`src/rtl/mips_multi_cycle_cpu.sv`:
```
// Multi-cycle MIPS-subset core: FSM-sequenced datapath sharing one ALU and one
// unified instruction/data memory port with a req/ready handshake.
module mips_multi_cycle_cpu #(
  parameter logic [31:0] RESET_PC   = 32'h0000_0000,
  parameter int unsigned MEM_ADDR_W = 32,
  parameter int unsigned TIMEOUT    = 0
) (
  input  logic                  clk,
  input  logic                  reset,
  output logic                  mem_req,
  output logic                  mem_we,
  output logic [MEM_ADDR_W-1:0] mem_addr,
  output logic [31:0]           mem_wdata,
  input  logic [31:0]           mem_rdata,
  input  logic                  mem_ready,
  output logic [31:0]           pc,
  output logic                  retire,
  output logic                  halted,
  output logic                  bus_error
);

  typedef enum logic [3:0] {
    S_FETCH, S_DECODE, S_MEMADR, S_MEMRD, S_MEMWB, S_MEMWR, S_EXEC,
    S_ALUWB, S_ADDIEX, S_ADDIWB, S_BRANCH, S_JUMP, S_HALT
  } state_t;

  typedef enum logic [2:0] {
    ALU_ADD, ALU_SUB, ALU_AND, ALU_OR, ALU_SLT
  } alu_op_t;

  localparam logic [5:0] OP_RTYPE = 6'h00;
  localparam logic [5:0] OP_LW    = 6'h23;
  localparam logic [5:0] OP_SW    = 6'h2B;
  localparam logic [5:0] OP_BEQ   = 6'h04;
  localparam logic [5:0] OP_ADDI  = 6'h08;
  localparam logic [5:0] OP_J     = 6'h02;

  state_t      state_q, state_d;
  logic [31:0] pc_q, pc_d;
  logic [31:0] ir_q, a_q, b_q, alu_out_q, mdr_q;
  logic [31:0] rf_q [32];
  logic        retire_q, retire_d;
  logic        halted_q, bus_err_q;
  logic [31:0] tmo_cnt_q;

  logic [5:0]  opcode, funct;
  logic [4:0]  rs, rt, rd;
  logic [31:0] signimm;
  logic [31:0] rf_rs, rf_rt;

  logic        req_c, we_c;
  logic [31:0] addr_c, addr_full;
  logic        ir_we, pc_we, ab_we, alu_we, mdr_we, rf_we;
  logic [4:0]  rf_waddr;
  logic [31:0] rf_wdata;
  logic [31:0] alu_a, alu_b, alu_y;
  alu_op_t     alu_op, rtype_op;
  logic        rtype_ok;
  logic        mem_wait, tmo_hit;

  assign opcode  = ir_q[31:26];
  assign rs      = ir_q[25:21];
  assign rt      = ir_q[20:16];
  assign rd      = ir_q[15:11];
  assign funct   = ir_q[5:0];
  assign signimm = {{16{ir_q[15]}}, ir_q[15:0]};

  assign rf_rs = (rs == 5'd0) ? '0 : rf_q[rs];
  assign rf_rt = (rt == 5'd0) ? '0 : rf_q[rt];

  always_comb begin
    rtype_ok = 1'b1;
    rtype_op = ALU_ADD;
    case (funct)
      6'h20:   rtype_op = ALU_ADD;
      6'h22:   rtype_op = ALU_SUB;
      6'h24:   rtype_op = ALU_AND;
      6'h25:   rtype_op = ALU_OR;
      6'h2A:   rtype_op = ALU_SLT;
      default: rtype_ok = 1'b0;
    endcase
  end

  always_comb begin
    alu_y = '0;
    case (alu_op)
      ALU_ADD: alu_y = alu_a + alu_b;
      ALU_SUB: alu_y = alu_a - alu_b;
      ALU_AND: alu_y = alu_a & alu_b;
      ALU_OR:  alu_y = alu_a | alu_b;
      ALU_SLT: alu_y = {31'b0, $signed(alu_a) < $signed(alu_b)};
      default: alu_y = '0;
    endcase
  end

  // Timeout only counts stalls of an access the FSM is actually making.
  assign mem_wait = req_c && !mem_ready;
  assign tmo_hit  = (TIMEOUT != 0) && mem_wait && (tmo_cnt_q == 32'(TIMEOUT - 1));

  always_comb begin
    state_d  = state_q;
    pc_d     = pc_q;
    req_c    = 1'b0;
    we_c     = 1'b0;
    addr_c   = pc_q;
    ir_we    = 1'b0;
    pc_we    = 1'b0;
    ab_we    = 1'b0;
    alu_we   = 1'b0;
    mdr_we   = 1'b0;
    rf_we    = 1'b0;
    rf_waddr = rt;
    rf_wdata = alu_out_q;
    retire_d = 1'b0;
    alu_a    = pc_q;
    alu_b    = 32'd4;
    alu_op   = ALU_ADD;
    case (state_q)
      S_FETCH: begin
        req_c = 1'b1;
        if (mem_ready) begin
          ir_we   = 1'b1;
          pc_we   = 1'b1;
          pc_d    = alu_y;
          state_d = S_DECODE;
        end
      end
      S_DECODE: begin
        ab_we  = 1'b1;
        alu_we = 1'b1;
        alu_b  = {signimm[29:0], 2'b00};
        case (opcode)
          OP_RTYPE:     state_d = rtype_ok ? S_EXEC : S_HALT;
          OP_LW, OP_SW: state_d = S_MEMADR;
          OP_BEQ:       state_d = S_BRANCH;
          OP_ADDI:      state_d = S_ADDIEX;
          OP_J:         state_d = S_JUMP;
          default:      state_d = S_HALT;
        endcase
      end
      S_MEMADR: begin
        alu_a   = a_q;
        alu_b   = signimm;
        alu_we  = 1'b1;
        state_d = (opcode == OP_LW) ? S_MEMRD : S_MEMWR;
      end
      S_MEMRD: begin
        req_c  = 1'b1;
        addr_c = alu_out_q;
        if (mem_ready) begin
          mdr_we  = 1'b1;
          state_d = S_MEMWB;
        end
      end
      S_MEMWB: begin
        rf_we    = 1'b1;
        rf_wdata = mdr_q;
        retire_d = 1'b1;
        state_d  = S_FETCH;
      end
      S_MEMWR: begin
        req_c  = 1'b1;
        we_c   = 1'b1;
        addr_c = alu_out_q;
        if (mem_ready) begin
          retire_d = 1'b1;
          state_d  = S_FETCH;
        end
      end
      S_EXEC: begin
        alu_a   = a_q;
        alu_b   = b_q;
        alu_op  = rtype_op;
        alu_we  = 1'b1;
        state_d = S_ALUWB;
      end
      S_ALUWB: begin
        rf_we    = 1'b1;
        rf_waddr = rd;
        retire_d = 1'b1;
        state_d  = S_FETCH;
      end
      S_ADDIEX: begin
        alu_a   = a_q;
        alu_b   = signimm;
        alu_we  = 1'b1;
        state_d = S_ADDIWB;
      end
      S_ADDIWB: begin
        rf_we    = 1'b1;
        retire_d = 1'b1;
        state_d  = S_FETCH;
      end
      S_BRANCH: begin
        // Equality test reuses the ALU subtractor; target was formed in DECODE.
        alu_a    = a_q;
        alu_b    = b_q;
        alu_op   = ALU_SUB;
        pc_we    = (alu_y == 32'd0);
        pc_d     = alu_out_q;
        retire_d = 1'b1;
        state_d  = S_FETCH;
      end
      S_JUMP: begin
        pc_we    = 1'b1;
        pc_d     = {pc_q[31:28], ir_q[25:0], 2'b00};
        retire_d = 1'b1;
        state_d  = S_FETCH;
      end
      S_HALT:  state_d = S_HALT;
      default: state_d = S_HALT;
    endcase
    if (tmo_hit) begin
      state_d = S_HALT;
    end
  end

  always_ff @(posedge clk) begin
    if (reset) begin
      state_q   <= S_FETCH;
      pc_q      <= RESET_PC;
      ir_q      <= '0;
      a_q       <= '0;
      b_q       <= '0;
      alu_out_q <= '0;
      mdr_q     <= '0;
      retire_q  <= 1'b0;
      halted_q  <= 1'b0;
      bus_err_q <= 1'b0;
      tmo_cnt_q <= '0;
    end else begin
      state_q  <= state_d;
      retire_q <= retire_d;
      halted_q <= (state_d == S_HALT);
      if (ir_we)  ir_q      <= mem_rdata;
      if (pc_we)  pc_q      <= pc_d;
      if (alu_we) alu_out_q <= alu_y;
      if (mdr_we) mdr_q     <= mem_rdata;
      if (ab_we) begin
        a_q <= rf_rs;
        b_q <= rf_rt;
      end
      if (tmo_hit) begin
        bus_err_q <= 1'b1;
        tmo_cnt_q <= '0;
      end else if (mem_wait && (TIMEOUT != 0)) begin
        tmo_cnt_q <= tmo_cnt_q + 32'd1;
      end else begin
        tmo_cnt_q <= '0;
      end
    end
  end

  always_ff @(posedge clk) begin
    if (reset) begin
      for (int unsigned i = 0; i < 32; i++) begin
        rf_q[i] <= '0;
      end
    end else if (rf_we && (rf_waddr != 5'd0)) begin
      rf_q[rf_waddr] <= rf_wdata;
    end
  end

  assign addr_full = {addr_c[31:2], 2'b00};
  assign mem_req   = req_c && !reset;
  assign mem_we    = we_c && !reset;
  assign mem_addr  = addr_full[MEM_ADDR_W-1:0];
  assign mem_wdata = b_q;
  assign pc        = pc_q;
  assign retire    = retire_q;
  assign halted    = halted_q;
  assign bus_error = bus_err_q;

endmodule
```
`config.mk`:
```
export PLATFORM = sky130hd
export DESIGN_NAME = mips_multi_cycle_cpu
export DESIGN_NICKNAME = d
export VERILOG_FILES = /design/src/rtl/mips_multi_cycle_cpu.sv
export SDC_FILE = /design/constraint.sdc
export NUM_CORES = 2
export LEC_CHECK = 0
export BUFFER_PORTS_ARGS = -buffer_cell sky130_fd_sc_hd__buf_2
export CORE_AREA = 3 3 369 371
export DETAILED_ROUTE_END_ITERATION = 6
export DIE_AREA = 0 0 372 374
export PLACE_DENSITY = 0.73
export SETUP_SLACK_MARGIN = 0.02
export SLEW_MARGIN = 20
export SYNTH_ARGS = -nofsm -noshare
export SYNTH_HDL_FRONTEND = slang
export SYNTH_SLANG_ARGS = --single-unit
```
`constraint.sdc`:
```
create_clock -name clk -period 12 [get_ports clk]
set_input_delay 0 -clock clk [delete_from_list [all_inputs] [get_ports clk]]
set_output_delay 0 -clock clk [all_outputs]
set_load 0.02 [all_outputs]
```
### Word level (Yosys, flattened, before mapping)

Memory sizes are Yosys's and may differ from the RTL's. A register that Yosys moved wholly into a read port is not among the register bits.
Cells that the tools add are included.

* input bits: 35
* logic and storage cells: 112
* output and inout bits: 101
* latch bits: 0
* RAM bits: 1024
* register bits after elaboration: 198
* memory bits (read-only): 0
* memories: 1

* add/sub/neg operators: 2
* order comparisons: 1
* eq/ne operators: 27
* shifts and indexed selects: 0
* mux-type cells: 42
* div/mod/pow operators: 0
* bitwise operators: 3
* multiply operators: 0
* reduce and logical (&&, ||, !) cells: 26

Memory list
* rf_q: words 32, bits a word 32, rd ports 2, clocked after Yosys merged registers in 2, wr ports 32, line 41 `logic [31:0] rf_q [32];`

Operators by type and width (number)
* 2-to-1 mux 32 bit: 7
* one-hot mux 32 bit (3 select lines): 2
* one-hot mux 32 bit (5 select lines): 1
* equality test 6 bit, second input constant: 7
* adder 32 bit: 1
* bitwise AND 32 bit: 1
* zero test 32 bit: 1
* less-than comparator 32 bit: 1
* OR 32 bit: 1
* one-hot mux 4 bit (8 select lines): 1
* OR reduction 32 bit: 1
* subtractor 32 bit: 1
* 2-to-1 mux 5 bit: 6
* equality test 4 bit, second input constant: 5
* one-hot mux 4 bit (5 select lines): 1
* equality test 4 x 3 -> 1 bit, second input constant: 4
* 2-to-1 mux 4 bit: 4
* 2-to-1 mux 1 bit: 15
* one-hot mux 3 bit (4 select lines): 1
* zero test 5 bit: 2
* OR reduction 5 bit: 2
* equality test 4 x 2 -> 1 bit, second input constant: 2
* OR reduction 2 bit: 4
* OR reduction 4 bit: 2
* other kinds (24): 28

### Depth between registers and ports, before layout

* depth after elaboration: 9
* mapped depth: 27
* gate-level depth less buffers: 22

### Worst setup path after synthesis

Ideal clock, no wire load.

* kind: register to register
* start point: register state_q[1]
* end point: register pc_q[10], in the netlist pc[10]
* data required time: 11.885 ns
* cell stages (with the launch flop): 26
* clock period less this slack: 5.911 ns
* slack: 6.089 ns
* library setup time: 0.115 ns
* buffers on the path: 6
* arrival: 5.796 ns
* cells stage by stage: dfxtp_1 -> buf_2 -> clkbuf_1 -> xnor2_1 -> nor3_1 -> nor2_1 -> clkbuf_1 -> mux2_2 -> ha_1 -> fa_1 -> a21oi_1 -> or4_1 -> clkbuf_1 -> a21oi_1 -> a311oi_2 -> o211ai_1 -> mux2_2 -> a22oi_1 -> and4_1 -> nand4_2 -> nor4_4 -> a31oi_4 -> nor2b_4 -> buf_6 -> buf_6 -> o21ba_1

* word-level cells in the longest chain between the ends: 8
* elaborated cells on any way between the ends: 31
* classes of those cells: add/sub: 2; order compare: 1; eq/ne: 11; mux: 7; bitwise: 2; reduce/logical: 8

Ends and longest elaborated chain
* from (decl): line 38 `state_t state_q, state_d;`
* from (signal assigned): line 232 `state_q <= state_d;`
* equality test 4 bit (tied with other cells): line 118 `case (state_q)`
* OR reduction 2 bit (no source line) or OR reduction 4 bit (tied branches)
* one-hot mux 32 bit (3 select lines) or 2-to-1 mux 32 bit (tied branches): line 118
* subtractor 32 bit (tied with other cells): line 88 `ALU_SUB: alu_y = alu_a - alu_b;`
* one-hot mux 32 bit (5 select lines): line 86 `case (alu_op)`
* zero test 32 bit: line 199 `pc_we = (alu_y == 32'd0);`
* one-hot mux 1 bit (3 select lines): line 118
* AND reduction 3 bit (no source line)
* to (signal assigned): line 236 `if (pc_we) pc_q <= pc_d;`
* to (decl): line 39 `logic [31:0] pc_q, pc_d;`

Several ways; a longest one is shown, not always the timed one. The select of a mux whose other input is x is not followed.
A chain may end at the register's enable or synchronous reset.

### Final worst setup path

* start point: register state_q[1]
* end point: register pc_q[0], in the netlist pc[0]

The elaborated chain is that of the path after synthesis.

==> impl_results.md <==
- Synth cell types: 104
- Width of the die: between 300 and 400 µm
- Min-Delay Path Depth: 4
- Post-cts resize count: 0
- Vias/cell: ~6.9
- Simple-gate portion of the synthesized area: between 10% and 20%
- Synth warn: 0
- Vias: roughly 48000
- Hold Path Sink: ir_q[7]$_SDFFE_PP0P_
- H-tree levels: 3
- Pwr/cell area: roughly 180 mW/mm²
- TritonCTS buffer count: 118
- Fraction of registers with async set/reset: 0%
- Element type at the critical path end: flip-flop
- Hold Vio Cnt, Final: 0
- Setup CP Type: flip-flop to flip-flop
- P_leak: around 0.025 µW
- Num Clock Sinks: roughly 1200
- Min Hold Slack: about 62 ps
- DRC: 3
- Total power: between 10000 and 15000 µW
- Syn Area/Cell: roughly 13 µm²
- Fmax: roughly 120 MHz
- Register share of total power: 40.6%
- Gate Count Post-Synth: ~5200
- R2r setup slk: between 3000 and 4000 ps
- Final Cell Area: about 0.074 mm²
- Main synth FF type: edfxtp_1
- Slowest stage delay, CP: around 910 ps
- Switching power: ~4500 µW
- Total GRT Usage: about a third
- Outcome: finished with violations
- Violated checks: DRC
- Share of post-route cells with drive strength above 1: 24.80%
- Maximum vdd drop: ~140 µV
- CTS Buffer Depth: 3
- CTS clk-pin slew, worst paths: around 70 ps
- Largest family of logic cells by synthesized area: multiplexers
- Leading post-synthesis cells by cell area: edfxtp_1 (46%), mux4_2 (22%), nor2_1 (7.2%)
- RSZ-0062 raised after global routing: no
- Fin crit period: roughly 8300 ps
- Reg2reg end: pc[0]$_SDFFE_PP0P_
- Clock latency on the worst-skew pair: 780 ps
- Clock Skew: about 41 ps
- XOR/XNOR share of the synthesized area: less than 1%
- Max Cap Viol: 0
- Post-Syn Area: 0.06640 mm²
- Mux cell area share after synthesis: between 20% and 30%
- Hold/Removal Path Class: input port to flip-flop
- Area leader, netlist: edfxtp_1
- Total grt overflow: 0
- Global-route wire length before repair: between 300000 and 400000 µm
- Initial antenna violation count: 12
- Setup violators final: 0
- Net count, final: around 5300
- Rel. slew slack: ~22%
- Die height: roughly 370 µm
- Reg2Reg Depth: 23
- Final RePlAce weighted congestion: 0.9860
- Min-delay src: mem_rdata[7]
- Compound-Gate Fraction of Synth Area: under 10%
- DRT Pass-1 Iters: 7
- Placed instance count: just under 7000
- Area added between synthesis and finish: 10.71%
- Register area share after synthesis: ~53%
- Max Transition Viols Final: 0
- Worst-path cell chain: nand2b_1, nand2b_1, nand2_1, buf_4, nor2_4, buf_4, mux2_2, ha_1, fa_1, a21oi_1, or4_1, a21oi_1, a311oi_2, a21oi_1, o31a_1, nor3_1, a31oi_1, o221ai_1, nor3_1, a31oi_4, buf_4, nor2b_4, o21ba_2
- Worst Path Required: 12700 ps
- Top cell type's share of synthesized area: 46.31%
- Logic pwr share: 30.0%
- Avg WL per Cell: between 30 and 40 µm
- Final HPWL DP: between 100000 and 150000 µm
- Vias in the first global route: approximately 47000
- Final Non-Filler Cells: 7008
- Switching Fraction: 34.66%
- TritonCTS clock tree: done
- CP Data Arrival Time: 9030 ps
- # IOs: 136
- Port bufs: 132
- Iter 0 DRT Violations: about 7300
- Synth Area in Adders: under 10%
- Synthesized flop and latch total: ~1200
- Root buffer cell: clkbuf_16
- CP top delay family: compound AO/OA/AOI/OAI gates
- Clock power share: 29.4%
- Largest net degree at the start of global routing: between 100 and 150
- Internal: around 8400 µW
- Routed Antenna Nets: 0
- Max Fanout on Critical Path: 37
- Worst reg2reg startpoint: state_q[1]$_SDFF_PP0_
- Final Cycle Share: a little over two thirds
- Core Rows: approximately 130
- Crit path launch type: flip-flop
- Worst path bufs/invs: 3
- Number of synthesized flops with an enable pin: 1024
- Area after DPL: 0.06906 mm²
- Total Wirelength: 227400 µm
- Slowest cell on crit path: dfxtp_1
- Crit path launch: state_q[1]$_SDFF_PP0_
- Least-Margin Pin Slew: about 1100 ps
- Die ar.: around 0.14 mm²
- Area of the core: around 0.13 mm²
- Setup TNS: 0 ps
- Initial Utilization: about half
[cells in the mapped netlist (70+ instances only)]
| cell | count |
|---|---|
| nand2_1 | 263 |
| inv_1 | 93 |
| nor2_1 | 1281 |
| clkbuf_1 | 398 |
| buf_1 | 70 |
| a21oi_1 | 242 |
| ha_1 | 101 |
| o21ai_0 | 81 |
| mux4_2 | 640 |
| dfxtp_1 | 208 |
| edfxtp_1 | 1024 |
| mux2i_1 | 105 |
[power by group through the flow]
stage / combinational [µW] / sequential (µW) / clock [µW]
final: 3870 / 5240 / 3800
after global routing: 4070 / 5260 / 3960
after CTS: 3720 / 5220 / 3800
after detailed placement: 3690 / 5310 / 0
after global placement: 3670 / 5290 / 0
after floorplan: 2550 / 5110 / 0
[kinds of logic (layout without fill, tap and decap cells)]
kind of cell    Yosys count  count (layout)
mux                     809             809
other cells               1              38
simple gates           1781            1781
buf+inv                 591             624
compound gates          644             644
fa+ha+maj               103             103
xor+xnor                  9               9
flops                  1232            1232
[through the flow]
stage	util, %	setup WS (ps)
after floorplan	-	6089
after global placement	51.81	3959
after detailed placement	51.81	3836
after CTS	54.96	3766
final	55.16	3665
after global routing	55.15	3386
[layout make-up]
type / count / area (µm²)
Antenna cell: 3 / 7.507
Clock buffer: 162 / 3257
Clock inverter: 60 / 591.8
Fill cell: 10440 / 59770
Inverter: 96 / 360.3
Multi-Input combinational cell: 3381 / 29880
Sequential cell: 1232 / 34950
Tap cell: 1768 / 2212
Timing Repair Buffer: 306 / 2257
[tightest hold or removal path, stage by stage]
cell           delay [ps]
dlygate4sd3_1         550
buf_2                 130
nand2_1                50
a21oi_1                50
[how the worst max path moves through the flow]
stage | to | slack (ps) | depth (start not counted)
after floorplan | pc[10]$_SDFFE_PP0P_ | 6090 | 25
after global placement | pc[27]$_SDFFE_PP0P_ | 3960 | 23
after detailed placement | pc[2]$_SDFFE_PP0P_ | 3840 | 23
after CTS | pc[0]$_SDFFE_PP0P_ | 3770 | 23
after global routing | pc[13]$_SDFFE_PP0P_ | 3390 | 23
final | pc[0]$_SDFFE_PP0P_ | 3660 | 23
[routing by layer]
| metal | wire length (µm) | global-route usage (%) | vias up |
|---|---|---|---|
| met4 | 12100 | 15.45 | 14 |
| met3 | 30430 | 7.945 | 773 |
| li1 | - | - | 19310 |
| met1 | 77710 | 42.05 | 24090 |
| met2 | 107100 | 51.04 | 3835 |
| met5 | 97 | 0 | - |
[layout by cell type, fill, tap and decap left out, types with 40 or more instances in the layout]
cell type	n
a211oi_1	48
a21o_1	42
a21oi_1	242
buf_2	131
buf_4	125
clkbuf_16	122
dfxtp_1	198
edfxtp_1	1024
ha_1	101
inv_1	93
mux2_2	64
mux2i_1	73
mux4_2	640
nand2_1	231
nor2_1	1278
nor3_1	40
o21ai_0	81
[flip-flops by register name (all words and copies together) (netlist names), named ones only]
| name | cells |
|---|---|
| a_q | 32 |
| mdr_q | 32 |
| mem_wdata | 32 |
| ir_q | 32 |
| retire | 1 |
| pc | 32 |
| alu_out_q | 32 |
| halted | 1 |
| rf_q | 1024 |
| state_q | 4 |
[what timing repair did]
item,CTS,global route
setup buffers,0,0
endpoints found under the hold margin,144,0
hold buffers,35,0
Note: power is estimated with default switching activity, not from simulation.
